`src/rtl/cpu_dbg_pkg.sv`:
```
// Shared debug-dump types: record kinds and the scanner FSM states.
// Imported by the state dump scanner and its record register.
package cpu_dbg_pkg;

  typedef enum logic [1:0] {
    KIND_PC  = 2'd0,
    KIND_REG = 2'd1,
    KIND_MEM = 2'd2
  } rec_kind_e;

  typedef enum logic [2:0] {
    ST_IDLE,
    ST_PC,
    ST_REG,
    ST_MEM_REQ,
    ST_MEM_RSP,
    ST_DONE
  } dump_state_e;

endpackage

```
`src/rtl/dump_rec_reg.sv`:
```
// Record output register: holds {kind, index, data} under valid/ready.
// A bypass lets live read data drive the payload while it is stable.
module dump_rec_reg
  import cpu_dbg_pkg::*;
#(
  parameter int DATA_WIDTH = 32
) (
  input  logic                  clk_i,
  input  logic                  rst_i,
  input  logic                  load_i,
  input  logic [1:0]            kind_i,
  input  logic [15:0]           index_i,
  input  logic [DATA_WIDTH-1:0] data_i,
  input  logic                  upd_i,
  input  logic [DATA_WIDTH-1:0] upd_data_i,
  input  logic                  byp_i,
  input  logic [DATA_WIDTH-1:0] byp_data_i,
  input  logic                  ready_i,
  output logic                  valid_o,
  output logic                  fire_o,
  output logic [1:0]            kind_o,
  output logic [15:0]           index_o,
  output logic [DATA_WIDTH-1:0] data_o
);

  logic                  valid_q;
  logic [1:0]            kind_q;
  logic [15:0]           index_q;
  logic [DATA_WIDTH-1:0] data_q;

  assign valid_o = valid_q;
  assign fire_o  = valid_q & ready_i;
  assign kind_o  = kind_q;
  assign index_o = index_q;
  assign data_o  = byp_i ? byp_data_i : data_q;

  always_ff @(posedge clk_i or posedge rst_i) begin
    if (rst_i) begin
      valid_q <= 1'b0;
      kind_q  <= '0;
      index_q <= '0;
      data_q  <= '0;
    end else begin
      if (load_i) begin
        valid_q <= 1'b1;
        kind_q  <= kind_i;
        index_q <= index_i;
        data_q  <= data_i;
      end else begin
        if (fire_o)
          valid_q <= 1'b0;
        if (upd_i)
          data_q <= upd_data_i;
      end
    end
  end

endmodule

```
`src/rtl/state_dump_scanner.sv`:
```
// Dumps PC, register file and a data-memory window as a record stream.
// One record per cycle for registers, one per two cycles for memory.
module state_dump_scanner
  import cpu_dbg_pkg::*;
#(
  parameter int DATA_WIDTH = 32,
  parameter int NUM_REGS   = 32,
  parameter int MEM_WORDS  = 32,
  parameter int MEM_BASE   = 0,
  localparam int RAW = (NUM_REGS > 1) ? $clog2(NUM_REGS) : 1
) (
  input  logic                  clk_i,
  input  logic                  rst_i,
  input  logic                  trig_i,
  input  logic [DATA_WIDTH-1:0] pc_i,
  output logic [RAW-1:0]        reg_addr_o,
  input  logic [DATA_WIDTH-1:0] reg_data_i,
  output logic [15:0]           mem_addr_o,
  input  logic [DATA_WIDTH-1:0] mem_data_i,
  output logic                  rec_valid_o,
  input  logic                  rec_ready_i,
  output logic [1:0]            rec_kind_o,
  output logic [15:0]           rec_index_o,
  output logic [DATA_WIDTH-1:0] rec_data_o,
  output logic                  busy_o,
  output logic                  done_o,
  output logic                  overrun_o
);

  localparam logic [15:0] MB      = 16'(MEM_BASE);
  localparam logic [8:0]  REG_END = 9'(NUM_REGS - 1);
  localparam logic [16:0] MEM_END = 17'(MEM_WORDS - 1);

  dump_state_e state, nxt;

  logic [8:0]            reg_cnt;
  logic [16:0]           mem_cnt;
  logic [15:0]           mem_addr;
  logic                  rsp_first;
  logic                  overrun_q;
  logic                  fire;
  logic                  load, upd, byp;
  logic                  reg_clr, reg_inc;
  logic                  mem_clr, mem_inc;
  rec_kind_e             ld_kind;
  logic [15:0]           ld_idx;
  logic [DATA_WIDTH-1:0] ld_data;
  logic [DATA_WIDTH-1:0] byp_data;

  assign mem_addr = MB + mem_cnt[15:0];

  always_comb begin
    nxt      = state;
    load     = 1'b0;
    upd      = 1'b0;
    byp      = 1'b0;
    byp_data = reg_data_i;
    ld_kind  = KIND_REG;
    ld_idx   = '0;
    ld_data  = '0;
    reg_clr  = 1'b0;
    reg_inc  = 1'b0;
    mem_clr  = 1'b0;
    mem_inc  = 1'b0;
    unique case (state)
      ST_IDLE: begin
        if (trig_i) begin
          load    = 1'b1;
          ld_kind = KIND_PC;
          ld_data = pc_i;
          reg_clr = 1'b1;
          mem_clr = 1'b1;
          nxt     = ST_PC;
        end
      end
      ST_PC: begin
        if (fire) begin
          load = 1'b1;
          nxt  = ST_REG;
        end
      end
      ST_REG: begin
        byp = 1'b1;
        if (fire) begin
          if (reg_cnt == REG_END) begin
            nxt = (MEM_WORDS == 0) ? ST_DONE : ST_MEM_REQ;
          end else begin
            load    = 1'b1;
            ld_idx  = 16'(reg_cnt + 9'd1);
            reg_inc = 1'b1;
          end
        end
      end
      ST_MEM_REQ: begin
        load    = 1'b1;
        ld_kind = KIND_MEM;
        ld_idx  = mem_addr;
        nxt     = ST_MEM_RSP;
      end
      ST_MEM_RSP: begin
        // Read data is only live in the first cycle; capture it then.
        if (rsp_first) begin
          byp      = 1'b1;
          byp_data = mem_data_i;
          upd      = 1'b1;
        end
        if (fire) begin
          mem_inc = 1'b1;
          nxt     = (mem_cnt == MEM_END) ? ST_DONE : ST_MEM_REQ;
        end
      end
      ST_DONE: nxt = ST_IDLE;
      default: nxt = ST_IDLE;
    endcase
  end

  always_ff @(posedge clk_i or posedge rst_i) begin
    if (rst_i) begin
      state     <= ST_IDLE;
      reg_cnt   <= '0;
      mem_cnt   <= '0;
      rsp_first <= 1'b0;
      overrun_q <= 1'b0;
    end else begin
      state     <= nxt;
      rsp_first <= (state == ST_MEM_REQ);
      if (reg_clr)
        reg_cnt <= '0;
      else if (reg_inc)
        reg_cnt <= reg_cnt + 9'd1;
      if (mem_clr)
        mem_cnt <= '0;
      else if (mem_inc)
        mem_cnt <= mem_cnt + 17'd1;
      if (trig_i && state != ST_IDLE)
        overrun_q <= 1'b1;
    end
  end

  dump_rec_reg #(
    .DATA_WIDTH(DATA_WIDTH)
  ) u_rec (
    .clk_i      (clk_i),
    .rst_i      (rst_i),
    .load_i     (load),
    .kind_i     (ld_kind),
    .index_i    (ld_idx),
    .data_i     (ld_data),
    .upd_i      (upd),
    .upd_data_i (mem_data_i),
    .byp_i      (byp),
    .byp_data_i (byp_data),
    .ready_i    (rec_ready_i),
    .valid_o    (rec_valid_o),
    .fire_o     (fire),
    .kind_o     (rec_kind_o),
    .index_o    (rec_index_o),
    .data_o     (rec_data_o)
  );

  assign reg_addr_o = (state == ST_REG) ? reg_cnt[RAW-1:0] : '0;
  assign mem_addr_o = (state == ST_MEM_REQ || state == ST_MEM_RSP)
                    ? mem_addr : '0;
  assign busy_o     = (state != ST_IDLE);
  assign done_o     = (state == ST_DONE);
  assign overrun_o  = overrun_q;

endmodule
```
`config.mk`:
```
export PLATFORM = sky130hd
export DESIGN_NAME = state_dump_scanner
export DESIGN_NICKNAME = d
export VERILOG_FILES = /design/src/rtl/cpu_dbg_pkg.sv /design/src/rtl/dump_rec_reg.sv /design/src/rtl/state_dump_scanner.sv
export SDC_FILE = /design/constraint.sdc
export NUM_CORES = 1
export LEC_CHECK = 0
export ABC_CLOCK_PERIOD_IN_PS = 7100
export CELL_PAD_IN_SITES_DETAIL_PLACEMENT = 0
export CELL_PAD_IN_SITES_GLOBAL_PLACEMENT = 2
export CORE_ASPECT_RATIO = 0.7
export CORE_MARGIN = 2
export CORE_UTILIZATION = 39
export CTS_CLUSTER_SIZE = 24
export DETAILED_ROUTE_END_ITERATION = 10
export DONT_BUFFER_PORTS = 1
export PLACE_DENSITY = 0.8
export SLEW_MARGIN = 40
export SYNTH_ARGS = -nofsm -noshare
export SYNTH_HDL_FRONTEND = slang
export SYNTH_SLANG_ARGS = --single-unit
```
`constraint.sdc`:
```
create_clock -name clk_i -period 7.1 [get_ports clk_i]
set_input_delay 0.71 -clock clk_i [delete_from_list [all_inputs] [get_ports clk_i]]
set_output_delay 0.71 -clock clk_i [all_outputs]
set_load 0.03 [all_outputs]
```
-- Yosys cells after proc, flatten, opt, wreduce, memory -nomap -nowiden
Cells that the tools add are included.
W data, S select, Z words.
- add/sub/neg operators: 3
- $mul: 0
- div/mod/pow operators: 0
- order comparisons: 0
- equal/unequal tests: 12
- shifts and indexed selects: 0
- muxes and demuxes: 38
- bitwise logic cells: 1
- reduce and logical (&&, ||, !) cells: 9
- operators with widths (operator ; number):
    $mux W32 ; 7
    $mux W17 ; 2
    $pmux W16 S2 ; 1
    $mux W10 ; 2
    $mux W3 ; 6
    $mux W9 ; 2
    $add A17 B1 Y17 const B ; 1
    $eq A17 B5 Y1 const B ; 1
    $mux W16 ; 1
    $pmux W3 S5 ; 1
    $mux W1 ; 12
    $add A9 B1 Y10 const B ; 1
    $ne A2 B2 Y1 const B ; 5
    $add A9 B1 Y9 const B ; 1
    $eq A9 B5 Y1 const B ; 1
    $reduce_bool A2 Y1 ; 4
    $eq A3 B2 Y1 const B ; 2
    $eq A3 B3 Y1 const B ; 2
    $mux W5 ; 1
    $reduce_and A5 Y1 ; 1
    $pmux W1 S4 ; 1
    $pmux W2 S2 ; 1
    $eq A3 B1 Y1 const B ; 1
    $logic_not A3 Y1 ; 1
    5 further kinds ; 5
- register bits: 82
- bits in latches: 0
- RAM bits: 0
- memory bits (read-only): 0
- bits of input ports: 100
- output and inout bits: 75
- word-level logic and storage cells: 72
- memories kept: 0

-- Longest topological paths before layout
Gate-level depths: netlist of run 1.
- depth in word-level cells: 6
- mapped depth: 8

-- Modules after synthesis
From an unflattened synthesis of run 1, not the netlist that was laid out.
- cell total of the unflattened synthesis: 539
- area, all modules: 5345.1 sq um
- modules (own cells, without submodules) (module ; instances ; cells each ; area each (sq um) ; seq. area each (sq um)):
    state_dump_scanner ; 1 ; 321 ; 2696.3 ; 775.7
    dump_rec_reg ; 1 ; 218 ; 2648.8 ; 1276.2

-- Least setup slack after synthesis of run 1
No wires, ideal clock.
- path kind: reg-to-output
- from: register state[1]
- to: output port rec_data_o[10]
- arrival: 2.036 ns
- data required time: 6.390 ns
- slack: 4.354 ns
- stages on the path, launching flop included: 8
- buffers on the path: 3
- cells stage by stage: dfrtp_1 -> buf_2 -> nand2b_1 -> nor2_1 -> buf_2 -> buf_2 -> mux2i_1 -> o21ai_0
- cells in the longest elaborated chain, start to end: 3
- elaborated cells between the ends (all ways): 5
- those cells by class: eq/ne (2); mux (3)
- RTL lines (what ; RTL line ; text):
    start, declared ; state_dump_scanner.sv:34 ; dump_state_e state, nxt;
    start signal, assigned ; state_dump_scanner.sv:125 ; state <= nxt;
    $eq A3 B3 Y1 / $eq A3 B2 Y1 (equally long branches) ; state_dump_scanner.sv:65 ; unique case (state)
    $pmux W1 S2 / $mux W32 (equally long branches) ; state_dump_scanner.sv:65 ;
    $mux W32 * ; dump_rec_reg.sv:35 ; assign data_o = byp_i ? byp_data_i : data_q;
    end, declared ; state_dump_scanner.sv:24 ; output logic [DATA_WIDTH-1:0] rec_data_o,
Every way passes the cells marked *; elsewhere a longest branch is shown, timed or not.

-- Worst setup path after layout of run 1
- from: register state[0]
- to: output port mem_addr_o[0]
- cells in the longest elaborated chain, start to end: 3
- elaborated cells between the ends (all ways): 4
- those cells by class: eq/ne (2); mux (1); reduce/logical (1)
- RTL lines (what ; RTL line ; text):
    $eq A3 B2 Y1 / $eq A3 B3 Y1 (equally long branches) ; state_dump_scanner.sv:162 ; assign mem_addr_o = (state == ST_MEM_REQ || state == ST_MEM_RSP)
    $logic_or A1 B1 Y1 * ; state_dump_scanner.sv:162 ;
    $mux W16 * ; state_dump_scanner.sv:163 ; ? mem_addr : '0;
    end, declared ; state_dump_scanner.sv:18 ; output logic [15:0] mem_addr_o,
Marks and branches as above.

==> flow_summary.ini, run 1 <==
[timing]
worstMarginPinSlew_ns = 0.7837
drv_slew = 0
rsz0062_at_grt = false
whs_ns = 0.4177
slew_headroom = 0.4775
hold_viol_final = 0
setup_viol = 0
fin_crit_sh = 0.4811
finalCriticalPeriod_ns = 3.416
tns_ns = 0
clock.fmax_ghz = 0.2928
finClkSkew_ns = 0.004254

[clocking]
cts_made_buffers = 9
htree_levels = 3
cts.clk_slew.worst_paths_ns = 0.06
post-cts-setup-buffers = 0
root_buffer = clkbuf_16
clockBufferDepth = 2
cts.repair.resized = 0
clock_latency_ns = 0.34
clock_sinks = 82
hold_buffers = 0
cts_tree = yes

[floorplanning]
initial_utilization = 0.4034
dieArea_mm2 = 0.01317
io_pins = 175
die_w_um = 136.3
dieHeight_um = 96.64
fp.coreArea_mm2 = 0.01185
rows = 33

[critical_path]
crit_fanout = 20
reg2reg_from = reg_cnt[0]$_DFFE_PP0P_
critPathKind = register to primary output
end_kind = primary output
required_ns = 6.39
cp_slowest_cell = and3b_1
start_kind = register
cp_cell_sequence = and3b_1, a21oi_1, buf_4, nor2b_1
arrival_ns = 2.71
critPathLaunch = state[0]$_DFFE_PP0P_
max_stage_delay_ns = 0.78

[finish]
antennaDiodeCount = 0
area_growth_pct = 9.788
fin_nets = 608
fillers = 1168
final_area_mm2 = 0.005249
drive_gt1_frac = 0.05675
layout.cells.non_filler = 668

[run_status]
status = finished, final reports clean

[logic_synthesis]
synthesis.area_mm2 = 0.004781
synth_top_area_share = 0.4292
synth_seq_cells = 82
synth-edff-count = 0
ys.flop_type = dfrtp_1
syn_nets = 631
syn_inst = 529
ys_types = 49
post-synth-top-area-cell = dfrtp_1
synth_warnings = 0
synth_area_leaders = dfrtp_1 (43%), mux2i_1 (14%), o21ai_0 (7.7%)
synth.avg_cell_area_um2 = 9.037
async_flop_share = 1.000
yosysSeqAreaShare = 0.4292

[global_routing]
grt_use_met2 = 0.2814
globalRouteTotalUtil = 0.2004
antenna_found_initial = 0
grt_pass1_wl_mm = 20.70
grt_max_degree = 83
met3_usage = 0.07128
grt_pass1_vias = 3720
grt_use_met1 = 0.3017
grt-ovfl-total = 0
grt.busiest_layer = met1

[run]
drv_cap = 0

[drt]
drc_errors = 0
dr_total_vias = 3818
postRouteAntennaNets = 0
drt_iter0_drc = 257
vias_per_cell = 5.716
drtPass1Iterations = 4
wire_per_inst_um = 19.59
wl_mm = 13.09

[placed_design]
place_hpwl_mm = 9.052
dp_cells = 652
finalWeightedCongestion = 0.8183
place_area_mm2 = 0.004878
port-buffer-count = 0

[power_and_ir_drop]
leakage_nw = 2.000
power.density_mw_per_mm2 = 370.1
finalPower_mw = 1.942
vdd_drop_max_mv = 0.1249

[min_path]
holdCritPathClass = input pin to async pin
per-stage QoR:
| step | setup slack, ns | utilization |
|---|---|---|
| 2_1_floorplan | 4.282 | - |
| 3_3_place_gp | 3.952 | 0.4097 |
| 3_5_place_dp | 4.061 | 0.4117 |
| 4_1_cts | 3.676 | 0.4427 |
| 5_1_grt | 3.467 | 0.4429 |
| 6_report | 3.684 | 0.4429 |
area by class of cell:
class	instances	area, um^2	share of cell area
flip-flops and latches	82	2052	0.3909
clock buffers	11	242.7	0.04625
repair buffers	6	63.81	0.01216
multi-input cells	402	2549	0.4856
inverters	5	20.02	0.003814
clock inverters	5	125.1	0.02384
well taps	157	196.4	0.03743
critical path: cells and delay by family (launching register included):
kind	cells	cell delay (ns)
flip-flops	1	0.74
AO/OA/AOI/OAI	1	0.08
AND/OR/NAND/NOR	2	1.29
buffers and inverters	1	0.25
final timing paths:
kind | endpoint | slack (ns) | cells past startpoint
min in group clk_i | u_rec.valid_o$_DFFE_PP0P_ | 0.46 | 1
min reg2reg | mem_cnt[16]$_DFFE_PP0P_ | 0.49 | 1
min | mem_cnt[5]$_DFFE_PP0P_ | 0.42 | 2
max reg2reg | u_rec.index_o[7]$_DFFE_PP0P_ | 4.56 | 5
max in group asynchronous | mem_cnt[12]$_DFFE_PP0P_ | 6.17 | 2
max | mem_addr_o[0] | 3.68 | 4
logic make-up after synthesis:
family          after synthesis  share of synthesized area
fa+ha+maj                     2                   0.005233
mux                          67                     0.1403
compound gates              132                     0.1699
buf+inv                      45                    0.04161
xor+xnor                     10                    0.01832
flops                        82                     0.4292
simple gates                191                     0.1955
power breakdown:
group / internal, mW / switching, mW
combinational: 0.180 / 0.509
clock: 0.389 / 0.191
sequential: 0.560 / 0.114
sequential cells by signal, indices dropped and copies added (netlist names):
name / count
mem_cnt: 17
u_rec.kind_o: 2
overrun_o: 1
u_rec.index_o: 16
u_rec.data_q: 32
u_rec.valid_o: 1
rsp_first: 1
reg_cnt: 9
state: 3
layout by cell type, fill, tap and decap left out, types with 3 or more instances in the layout:
cell type / instances
a21o_1: 7
a21oi_1: 17
a221o_1: 3
a22o_1: 8
and2_1: 8
and4_1: 3
buf_4: 4
bufinv_16: 4
clkbuf_16: 9
dfrtp_1: 82
inv_1: 4
mux2i_1: 67
nand2_1: 92
nand2b_1: 5
nand3_1: 11
nand4_1: 8
nor2_1: 15
nor2b_1: 17
nor3_1: 5
nor4_1: 4
o21ai_0: 43
o21ai_1: 33
o2bb2ai_1: 6
or3_1: 9
or4_1: 4
xnor2_1: 6
xor2_1: 4
routing by layer:
metal	share of wire	routed length, um	vias to the layer above
met5	0	0	-
met4	0.0047	62	0
met3	0.092	1208	6
met2	0.42	5493	151
met1	0.48	6322	1832
li1	-	-	1829
cells in the mapped netlist, drive strengths merged, types with 3 or more instances:
library cell and count:
nand2 92, dfrtp 82, xnor2 6, nand2b 5
xor2 4, nor3 5, nand3 11, o21ai 76
a21oi 17, nor4 4, clkbuf 23, or3 9
a221o 3, nand4 8, and2 8, a22o 8
a21o 7, nor2 16, inv 5, and4 3
or4 5, mux2i 67, o2bb2ai 6, nor2b 17
buf 17
No activity file was read; power rests on OpenSTA's default activity.
==> inputs of run 2 (changes only) <==
--- a/config.mk
+++ b/config.mk
@@ -5,16 +5,16 @@
 export SDC_FILE = /design/constraint.sdc
 export NUM_CORES = 1
 export LEC_CHECK = 0
-export ABC_CLOCK_PERIOD_IN_PS = 7100
+export ABC_CLOCK_PERIOD_IN_PS = 2930
 export CELL_PAD_IN_SITES_DETAIL_PLACEMENT = 0
 export CELL_PAD_IN_SITES_GLOBAL_PLACEMENT = 2
 export CORE_ASPECT_RATIO = 0.7
 export CORE_MARGIN = 2
-export CORE_UTILIZATION = 39
+export CORE_UTILIZATION = 33
 export CTS_CLUSTER_SIZE = 24
 export DETAILED_ROUTE_END_ITERATION = 10
 export DONT_BUFFER_PORTS = 1
-export PLACE_DENSITY = 0.8
+export PLACE_DENSITY = 0.72
 export SLEW_MARGIN = 40
 export SYNTH_ARGS = -nofsm -noshare
 export SYNTH_HDL_FRONTEND = slang
==> constraint.sdc (replaced) <==
create_clock -name clk_i -period 2.93 [get_ports clk_i]
set_input_delay 0.293 -clock clk_i [delete_from_list [all_inputs] [get_ports clk_i]]
set_output_delay 0.293 -clock clk_i [all_outputs]
set_load 0.03 [all_outputs]
==> flow_summary.ini, run 2 (same netlist as run 1, synthesis figures left out) <==
[run_status]
status = finished, final reports clean

[floorplanning]
dieHeight_um = 104.7
rows = 36
die_w_um = 147.9
fp.coreArea_mm2 = 0.01405
initial_utilization = 0.3402
io_pins = 175
dieArea_mm2 = 0.01548

[drt]
wire_per_inst_um = 18.91
dr_total_vias = 4070
postRouteAntennaNets = 0
vias_per_cell = 5.362
drc_errors = 0
drtPass1Iterations = 4
drt_iter0_drc = 299
wl_mm = 14.35

[timing]
tns_ns = 0
setup_viol = 0
rsz0062_at_grt = false
finalWorstSetupSlack_ns = 0.2808
slew_headroom = 0.5674
drv_slew = 0
finalCriticalPeriod_ns = 2.649
clock.fmax_ghz = 0.3775
hold_viol_final = 0
finClkSkew_ns = 0.006417
worstMarginPinSlew_ns = 0.6439
fin_crit_sh = 0.9042

[critical_path]
critPathKind = register to primary output
worst-path-buf-inv = 2
worstRegToRegCells = 6
cp_cell_sequence = nand2b_1, nor2_4, buf_12, mux2i_1, o21ai_0, buf_4
required_ns = 2.64
critPathLaunch = state[2]$_DFFE_PP0P_
cp_slowest_cell = dfrtp_1
end_kind = primary output
endpoint = rec_data_o[31]
cp_top_family = simple AND/OR/NAND/NOR gates
start_kind = register
reg2reg_from = reg_cnt[0]$_DFFE_PP0P_
regToRegEndpoint = u_rec.index_o[7]$_DFFE_PP0P_
max_stage_delay_ns = 0.55
crit_cells = 6
arrival_ns = 2.36
crit_fanout = 20
r2r_slack_ns = 0.70

[placed_design]
post-place-ws_ns = 0.6508
port-buffer-count = 0
dp_cells = 742
place_area_mm2 = 0.005381
finalWeightedCongestion = 0.8332
place_hpwl_mm = 10.28

[finish]
layout_common_cells = nand2_1 (92), dfrtp_1 (82), o21ai_0 (74), mux2i_1 (67), buf_4 (59)
largest-register = u_rec.data_q
drive_gt1_frac = 0.1511
layout.cells.most_common = nand2_1
post-route-util = 0.4063
area_growth_pct = 19.42
final_area_mm2 = 0.005709
layout.cells.non_filler = 759
largest_reg_flops = 32
fillers = 1444
antennaDiodeCount = 0
fin_nets = 666

[clocking]
htree_levels = 3
cts_made_buffers = 9
cts_tree = yes
clock_latency_ns = 0.34
cts.repair.resized = 0
clock_sinks = 82
root_buffer = clkbuf_16
clockBufferDepth = 2
cts.clk_slew.worst_paths_ns = 0.06

[power_and_ir_drop]
power.density_mw_per_mm2 = 855.9
leakage_nw = 2.270
vdd_drop_max_mv = 0.3917

[global_routing]
grt_max_degree = 59
globalRouteTotalUtil = 0.1847
antenna_found_initial = 0
grt_pass1_vias = 3903
grt_pass1_wl_mm = 22.45
grt-ovfl-total = 0

[min_path]
holdCritPathClass = input pin to register

[run]
drv_cap = 0
run 2: power by group:
part	switching (mW)	total [mW]	internal [mW]
registers	0.209	1.57	1.36
logic	1.37	2.12	0.756
clock network	0.462	1.19	0.732
run 2: worst min-delay path by stage:
stage                     cells past startpoint                           end  slack (ns)         from
after floorplan                               1     u_rec.valid_o$_DFFE_PP0P_        0.39  rec_ready_i
after global placement                        1         overrun_o$_DFFE_PP0P_        0.34        rst_i
after detailed placement                      1         overrun_o$_DFFE_PP0P_        0.35        rst_i
after CTS                                     1     u_rec.valid_o$_DFFE_PP0P_        0.04  rec_ready_i
after global routing                          2  u_rec.data_q[20]$_DFFE_PP0P_        0.06     pc_i[20]
final                                         1     u_rec.valid_o$_DFFE_PP0P_        0.05  rec_ready_i
run 2: final cells by class:
cell class              count  area [um^2]  share of cell area
inverters                   5        21.27            0.003726
multi-input cells         402         2549              0.4464
well taps                 190        237.7             0.04164
clock inverters             3        46.29            0.008109
repair buffers             64        533.0             0.09336
flip-flops and latches     82         2052              0.3594
clock buffers              13        270.3             0.04734
run 2: metrics by stage:
step | hold WS, ns | power (mW)
global route | 0.06150 | 5.193
global placement | 0.3449 | 3.705
detailed placement | 0.3462 | 3.735
finish | 0.05469 | 4.886
CTS | 0.04040 | 4.956
floorplan | 0.3894 | 2.989
run 2: routing by layer:
metal  GRT usage  wire, um  vias to the layer above
met2      0.2691      6353                      155
met4     0.04150       122                        0
met3     0.05721      1350                       11
li1            -         -                     1957
met1      0.2680      6524                     1947
met5           0         0                        -
run 2: what timing repair did:
| action | CTS | global route |
|---|---|---|
| hold buffers | 1 | 0 |
| setup buffers | 0 | 0 |
| endpoints found under the hold margin | 40 | 0 |
